### src/rtl/aes_roundkey_store.sv
// -----------------------------------------------------------------------------
// aes_roundkey_store
//
// Purpose:
//   Captures an AES key schedule (R+1 round keys of N bits) produced by the
//   key-expansion block. Once the schedule is complete, it replays the keys to a
//   round datapath. Keys stream in encrypt order (0..R) or decrypt order (R..0),
//   and each key waits for a valid/ready handshake.
//
// Configuration macro:
//   AES_RKS_ZEROIZE_EN - when defined, clear_i walks every entry and writes
//                        zero, one entry per cycle, before the block returns to
//                        IDLE. When undefined, clear_i only invalidates the
//                        schedule and leaves the stored entries untouched.
//
// Ports:
//   clk            in   single clock, rising edge
//   rst            in   asynchronous active-high reset
//   fill_start_i   in   pulse: start capturing a new schedule at index 0
//   key_valid_i    in   key_i carries the next round key
//   key_i          in   round key from key expansion (N bits)
//   stream_start_i in   pulse: start streaming the stored schedule
//   dir_i          in   stream order sampled with stream_start_i (0 enc, 1 dec)
//   rk_ready_i     in   consumer accepts rk_o this cycle
//   clear_i        in   pulse: invalidate (or zeroize) the schedule
//   rk_o           out  current streamed round key (N bits)
//   rk_valid_o     out  rk_o is valid
//   rk_idx_o       out  index of the key on rk_o
//   last_o         out  rk_o is the final key of the stream
//   full_o         out  all R+1 keys captured and readable
//   busy_o         out  block is in FILL, STREAM or ZERO
// -----------------------------------------------------------------------------
module aes_roundkey_store #(
    parameter int R = 10,
    parameter int N = 128
) (
    input  logic                     clk,
    input  logic                     rst,
    input  logic                     fill_start_i,
    input  logic                     key_valid_i,
    input  logic [N-1:0]             key_i,
    input  logic                     stream_start_i,
    input  logic                     dir_i,
    input  logic                     rk_ready_i,
    input  logic                     clear_i,
    output logic [N-1:0]             rk_o,
    output logic                     rk_valid_o,
    output logic [$clog2(R+1)-1:0]   rk_idx_o,
    output logic                     last_o,
    output logic                     full_o,
    output logic                     busy_o
);

    localparam int IW = $clog2(R+1);
    localparam logic [IW-1:0] LAST_IDX = IW'(R);

    localparam logic [2:0] ST_IDLE   = 3'd0;
    localparam logic [2:0] ST_FILL   = 3'd1;
    localparam logic [2:0] ST_FULL   = 3'd2;
    localparam logic [2:0] ST_STREAM = 3'd3;
`ifdef AES_RKS_ZEROIZE_EN
    localparam logic [2:0] ST_ZERO   = 3'd4;
`endif

    logic [2:0]    state_q, state_d;
    logic [IW-1:0] wptr_q, wptr_d;
    logic [IW-1:0] rptr_q, rptr_d;
    logic          dir_q, dir_d;
    logic          full_q, full_d;
    logic          valid_q, valid_d;

    logic [N-1:0]  mem_q [0:R];
    logic          mem_we;
    logic [IW-1:0] mem_waddr;
    logic [N-1:0]  mem_wdata;

    logic          last_w;

    // The final key of a stream is index R going up, or index 0 going down.
    // Only a valid key can be flagged as last.
    always_comb begin
        last_w = 1'b0;
        if (valid_q) begin
            if (dir_q) begin
                last_w = (rptr_q == '0);
            end else begin
                last_w = (rptr_q == LAST_IDX);
            end
        end
    end

    // Next-state logic for the control FSM, the pointers and the storage write port.
    // clear_i is checked before the state case so that it wins in every state.
    // The write pointer is shared: it tracks captured keys in FILL and the
    // entry being wiped in ZERO.
    always_comb begin
        state_d   = state_q;
        wptr_d    = wptr_q;
        rptr_d    = rptr_q;
        dir_d     = dir_q;
        full_d    = full_q;
        valid_d   = valid_q;
        mem_we    = 1'b0;
        mem_waddr = wptr_q;
        mem_wdata = key_i;

        if (clear_i) begin
`ifdef AES_RKS_ZEROIZE_EN
            state_d = ST_ZERO;
            wptr_d  = '0;
`else
            state_d = ST_IDLE;
`endif
            full_d  = 1'b0;
            valid_d = 1'b0;
        end else begin
            case (state_q)
                ST_IDLE: begin
                    if (fill_start_i) begin
                        state_d = ST_FILL;
                        wptr_d  = '0;
                        full_d  = 1'b0;
                    end
                end
                ST_FILL: begin
                    if (fill_start_i) begin
                        wptr_d = '0;
                    end else if (key_valid_i) begin
                        mem_we = 1'b1;
                        if (wptr_q == LAST_IDX) begin
                            state_d = ST_FULL;
                            full_d  = 1'b1;
                        end else begin
                            wptr_d = wptr_q + 1'b1;
                        end
                    end
                end
                ST_FULL: begin
                    if (fill_start_i) begin
                        state_d = ST_FILL;
                        wptr_d  = '0;
                        full_d  = 1'b0;
                    end else if (stream_start_i) begin
                        state_d = ST_STREAM;
                        dir_d   = dir_i;
                        rptr_d  = dir_i ? LAST_IDX : '0;
                        valid_d = 1'b1;
                    end
                end
                ST_STREAM: begin
                    if (valid_q && rk_ready_i) begin
                        if (last_w) begin
                            state_d = ST_FULL;
                            valid_d = 1'b0;
                        end else if (dir_q) begin
                            rptr_d = rptr_q - 1'b1;
                        end else begin
                            rptr_d = rptr_q + 1'b1;
                        end
                    end
                end
`ifdef AES_RKS_ZEROIZE_EN
                ST_ZERO: begin
                    mem_we    = 1'b1;
                    mem_wdata = '0;
                    if (wptr_q == LAST_IDX) begin
                        state_d = ST_IDLE;
                        wptr_d  = '0;
                    end else begin
                        wptr_d = wptr_q + 1'b1;
                    end
                end
`endif
                default: begin
                    state_d = ST_IDLE;
                end
            endcase
        end
    end

    // Control registers. Reset abandons any fill or stream in progress.
    always_ff @(posedge clk or posedge rst) begin
        if (rst) begin
            state_q <= ST_IDLE;
            wptr_q  <= '0;
            rptr_q  <= '0;
            dir_q   <= 1'b0;
            full_q  <= 1'b0;
            valid_q <= 1'b0;
        end else begin
            state_q <= state_d;
            wptr_q  <= wptr_d;
            rptr_q  <= rptr_d;
            dir_q   <= dir_d;
            full_q  <= full_d;
            valid_q <= valid_d;
        end
    end

    // Key storage. Every entry resets to zero so no stale key survives a reset.
    always_ff @(posedge clk or posedge rst) begin
        if (rst) begin
            for (int i = 0; i <= R; i++) begin
                mem_q[i] <= '0;
            end
        end else if (mem_we) begin
            mem_q[mem_waddr] <= mem_wdata;
        end
    end

    // busy_o covers every state in which the block is doing work.
    always_comb begin
        busy_o = (state_q == ST_FILL) || (state_q == ST_STREAM);
`ifdef AES_RKS_ZEROIZE_EN
        if (state_q == ST_ZERO) begin
            busy_o = 1'b1;
        end
`endif
    end

    // rk_o is driven only while the key is valid, so an invalidated schedule
    // never shows up on the output.
    assign rk_o       = valid_q ? mem_q[rptr_q] : '0;
    assign rk_valid_o = valid_q;
    assign rk_idx_o   = rptr_q;
    assign last_o     = last_w;
    assign full_o     = full_q;

endmodule

### config.mk
export PLATFORM = sky130hd
export DESIGN_NAME = aes_roundkey_store
export DESIGN_NICKNAME = d
export VERILOG_FILES = /design/src/rtl/aes_roundkey_store.sv
export SDC_FILE = /design/constraint.sdc
export NUM_CORES = 2
export LEC_CHECK = 0
export CAP_MARGIN = 40
export CORE_MARGIN = 2
export CORE_UTILIZATION = 68
export CTS_BUF_LIST = sky130_fd_sc_hd__clkbuf_4 sky130_fd_sc_hd__clkbuf_8
export DETAILED_ROUTE_END_ITERATION = 8
export PLACE_DENSITY = 0.87
export SLEW_MARGIN = 20
export SYNTH_ARGS = -nofsm -noshare
export SYNTH_HDL_FRONTEND = slang
export SYNTH_SLANG_ARGS = --single-unit
export TNS_END_PERCENT = 10
### constraint.sdc
create_clock -name clk -period 107.6 [get_ports clk]
set_clock_uncertainty 0.2 [all_clocks]
set_input_delay 10.76 -clock clk [delete_from_list [all_inputs] [get_ports clk]]
set_output_delay 10.76 -clock clk [all_outputs]
set_load 0.005 [all_outputs]
==> impl_metrics.csv <==
group,metric,value,unit
clock_tree,cts_tree,"done",
sta,setup_viol,0,
grt,gr-total-overflow,0,
yosys,syn_inst,4251,
sta,worst_slew_pin_slew,1.02,ns
setup_path,rr_startpoint,"state_q[0]",
floorplanning,io_pins,272,
floorplanning,core,94900,um^2
yosys,ys_seq_area_frac,0.547,
sta,drv_slew,0,
yosys,ys_ff_latch,1421,
clock_tree,cts.reportedPaths.clkPinSlew,0.06,ns
placement,place.gp.congestion,0.788,
yosys,netlist_area,65000,um^2
setup_path,arrival,4.63,ns
clock_tree,cts_buffer_depth,3,
clock_tree,insertion_delay,0.87,ns
setup_path,worst-path-buf-inv,5,
yosys,ys.flop_type,"dfrtp_1",
floorplanning,die_h,313,um
status,outcome,"finished clean",
clock_tree,cts_buffers,221,
grt,grt_max_degree,173,
clock_tree,cts_resized,0,
grt,grt_pass1_wl,245000,um
setup_path,max_stage_delay,0.76,ns
yosys,synth_top_family_by_area,"multiplexers",
yosys,ys_top_cells_by_area,"dfrtp_1 55%, mux2_2 22%, mux4_2 8.9%",
setup_path,crit_slowest_cell,"dfrtp_4",
clock_tree,cts_sinks,1421,
grt,antenna_found_initial,22,
pwr,peakVddDrop,0.0000112,V
yosys,synthSimpleGateAreaFrac,0.0121,
routing,dr_total_vias,38100,
yosys,synthesis.nets,4394,
final_layout,area_delta_synth_final,13.7,%
sta,holdWs,0.294,ns
flow_run,cap_violations,0,
worst_hold_path,hp-start,"mem_q[261]",
pwr,power,1.13,mW
floorplanning,rows,113,
yosys,synth.avg_cell_area,15.3,um^2
yosys,synth_compound_area_frac,0.0299,
sta,rsz0062_at_grt,"no",
floorplanning,die_area,98100,um^2
routing,drtIter0Drc,2759,
pwr,p_leak,34.9,nW
setup_path,start_kind,"register",
yosys,ys_async_sr_fraction,1.00,
sta,max_freq,64.1,MHz
final_layout,post-route-util,0.780,
clock_tree,cts_root_buffer,"clkbuf_8",
grt,grt_use_total,0.326,
yosys,synth_cell_types,46,
routing,drt-vias-per-instance,6.50,
setup_path,worstSetupPathType,"reg2out",
yosys,synth_edf_count,0,
setup_path,required,96.64,ns
routing,remaining_drc_errors,0,
final_layout,layout-drive-gt1-share,0.467,
sta,hold_violations,0,
clock_tree,h-tree-depth,4,
routing,post_drt_wl_per_cell,26.6,um
routing,totalWireLength,156000,um
floorplanning,initial_utilization,0.686,
clock_tree,cts_setup_buffers,0,
routing,dr.pass1.iters,5,
pwr,powerDensity,15.3,nW/um^2
routing,drtAntennaViolNets,0,
yosys,synth-xor-area-share,0.000269,
grt,grt_pass1_vias,41700,
setup_path,crit_path_max_fanout,40,
placement,io_buffers,271,
sta,final.setup.tns,0,ns
final_layout,fin_nets,4567,
sta,timing.final.crit_share,0.145,
yosys,synth_warnings,0,
yosys,synth.area.mux_share,0.378,
setup_path,critPathLaunch,"rk_idx_o[1]",
sta,slew_headroom,0.319,
yosys,synthAdderAreaFrac,0.00146,
yosys,yosysTopAreaCellShare,0.547,
worst_hold_path,hold_path.class,"reg2reg",
setup_path,path_cells,"buf_4 > buf_16 > buf_4 > buf_12 > mux4_2 > mux2i_1 > o21ai_0 > clkdlybuf4s50_1",
floorplanning,dieWidth,313,um
clock_tree,cts_hold_buf,0,
setup_path,end_kind,"primary output",
setup_path,cpLargestDelayFamily,"buffers and inverters",
sta,layout_min_cycle_time,15.59,ns
placement,place_hpwl,90100,um
yosys,yosysTopAreaCell,"dfrtp_1",
setup_path,crit_path_frequent_cell,"buf_4",
-- cells in the mapped netlist (all sizes together), types with 2 or more instances --
cell and n:
a21o 2, a21oi 5, a31oi 2, and2 2, buf 232, clkbuf 198
dfrtp 1421, ha 6, inv 7, mux2 1410, mux2i 257, mux4 256
nand2 136, nand2b 6, nand3 12, nand3b 2, nor2 4, nor2b 2
nor3 3, nor3b 2, o21ai 135, o221ai 2, o2bb2ai 128, o31ai 3
o41ai 3
-- state kept, by name, summed over array words and instances, names as in the netlist --
register,count
rk_valid_o,1
full_o,1
mem_q,1408
dir_q,1
state_q,2
rk_idx_o,4
mem_waddr,4
-- through the flow --
stage	setup slack (ns)	instance area (um^2)	std cells
floorplan	56.57	65000	4251
global placement	91.98	68000	5414
detailed placement	92.55	69100	5461
CTS	91.59	73800	5850
global route	91.82	74000	5867
finish	92.01	74000	5871
-- worst register-to-register path, delay by kind of cell, from the launching register on --
family | cells | cell delay, ns
buffers and inverters | 6 | 1.69
AND/OR/NAND/NOR | 3 | 1.16
flip-flops | 1 | 0.54
multiplexers | 1 | 0.34
-- cell families after synthesis --
group	count (synthesis)
flops	1421
buf+inv	437
compound gates	283
simple gates	178
mux	1923
xor+xnor	2
fa+ha+maj	7
-- layout make-up --
cell class	count	area [um^2]
fillers	5277	20900
repair buffers	380	4490
clock inverters	27	184
well taps	1265	1580
clock buffers	362	4480
multi-input cells	2393	27600
diodes	16	40.0
flip-flops and latches	1421	35600
inverters	7	33.8
-- power breakdown --
part	total [mW]	switching, mW	internal [mW]
Combinational	0.0844	0.0360	0.0484
Clock	0.472	0.209	0.263
Sequential	0.577	0.0143	0.563
-- per-layer routing --
metal	GRT usage	vias up	wire, um
met5	0	-	109
met4	0.128	18	5150
met3	0.0560	339	9010
met2	0.541	1221	78400
met1	0.437	20500	63500
li1	-	16100	-
-- worst paths after layout --
| path | to | slack, ns | depth (start not counted) |
|---|---|---|---|
| worst max register to register | mem_q[714] | 103.53 | 10 |
| worst min register to register | mem_q[261] | 0.29 | 1 |
| max in group asynchronous | mem_q[206] | 94.06 | 8 |
| worst min-delay path | mem_q[261] | 0.29 | 1 |
| min in group asynchronous | mem_q[26] | 10.07 | 2 |
| worst max-delay path | rk_o[6] | 92.01 | 8 |
-- cells in the final DEF, fill, tap and decap left out, drive strengths merged, types with 12 or more instances in the layout --
master,count
buf,109
clkbuf,362
clkdlybuf4s50,271
clkinv,20
dfrtp,1421
diode,16
mux2,1410
mux2i,257
mux4,256
nand2,136
nand3,12
o21ai,135
o2bb2ai,128
(Power assumes the default switching activity.)
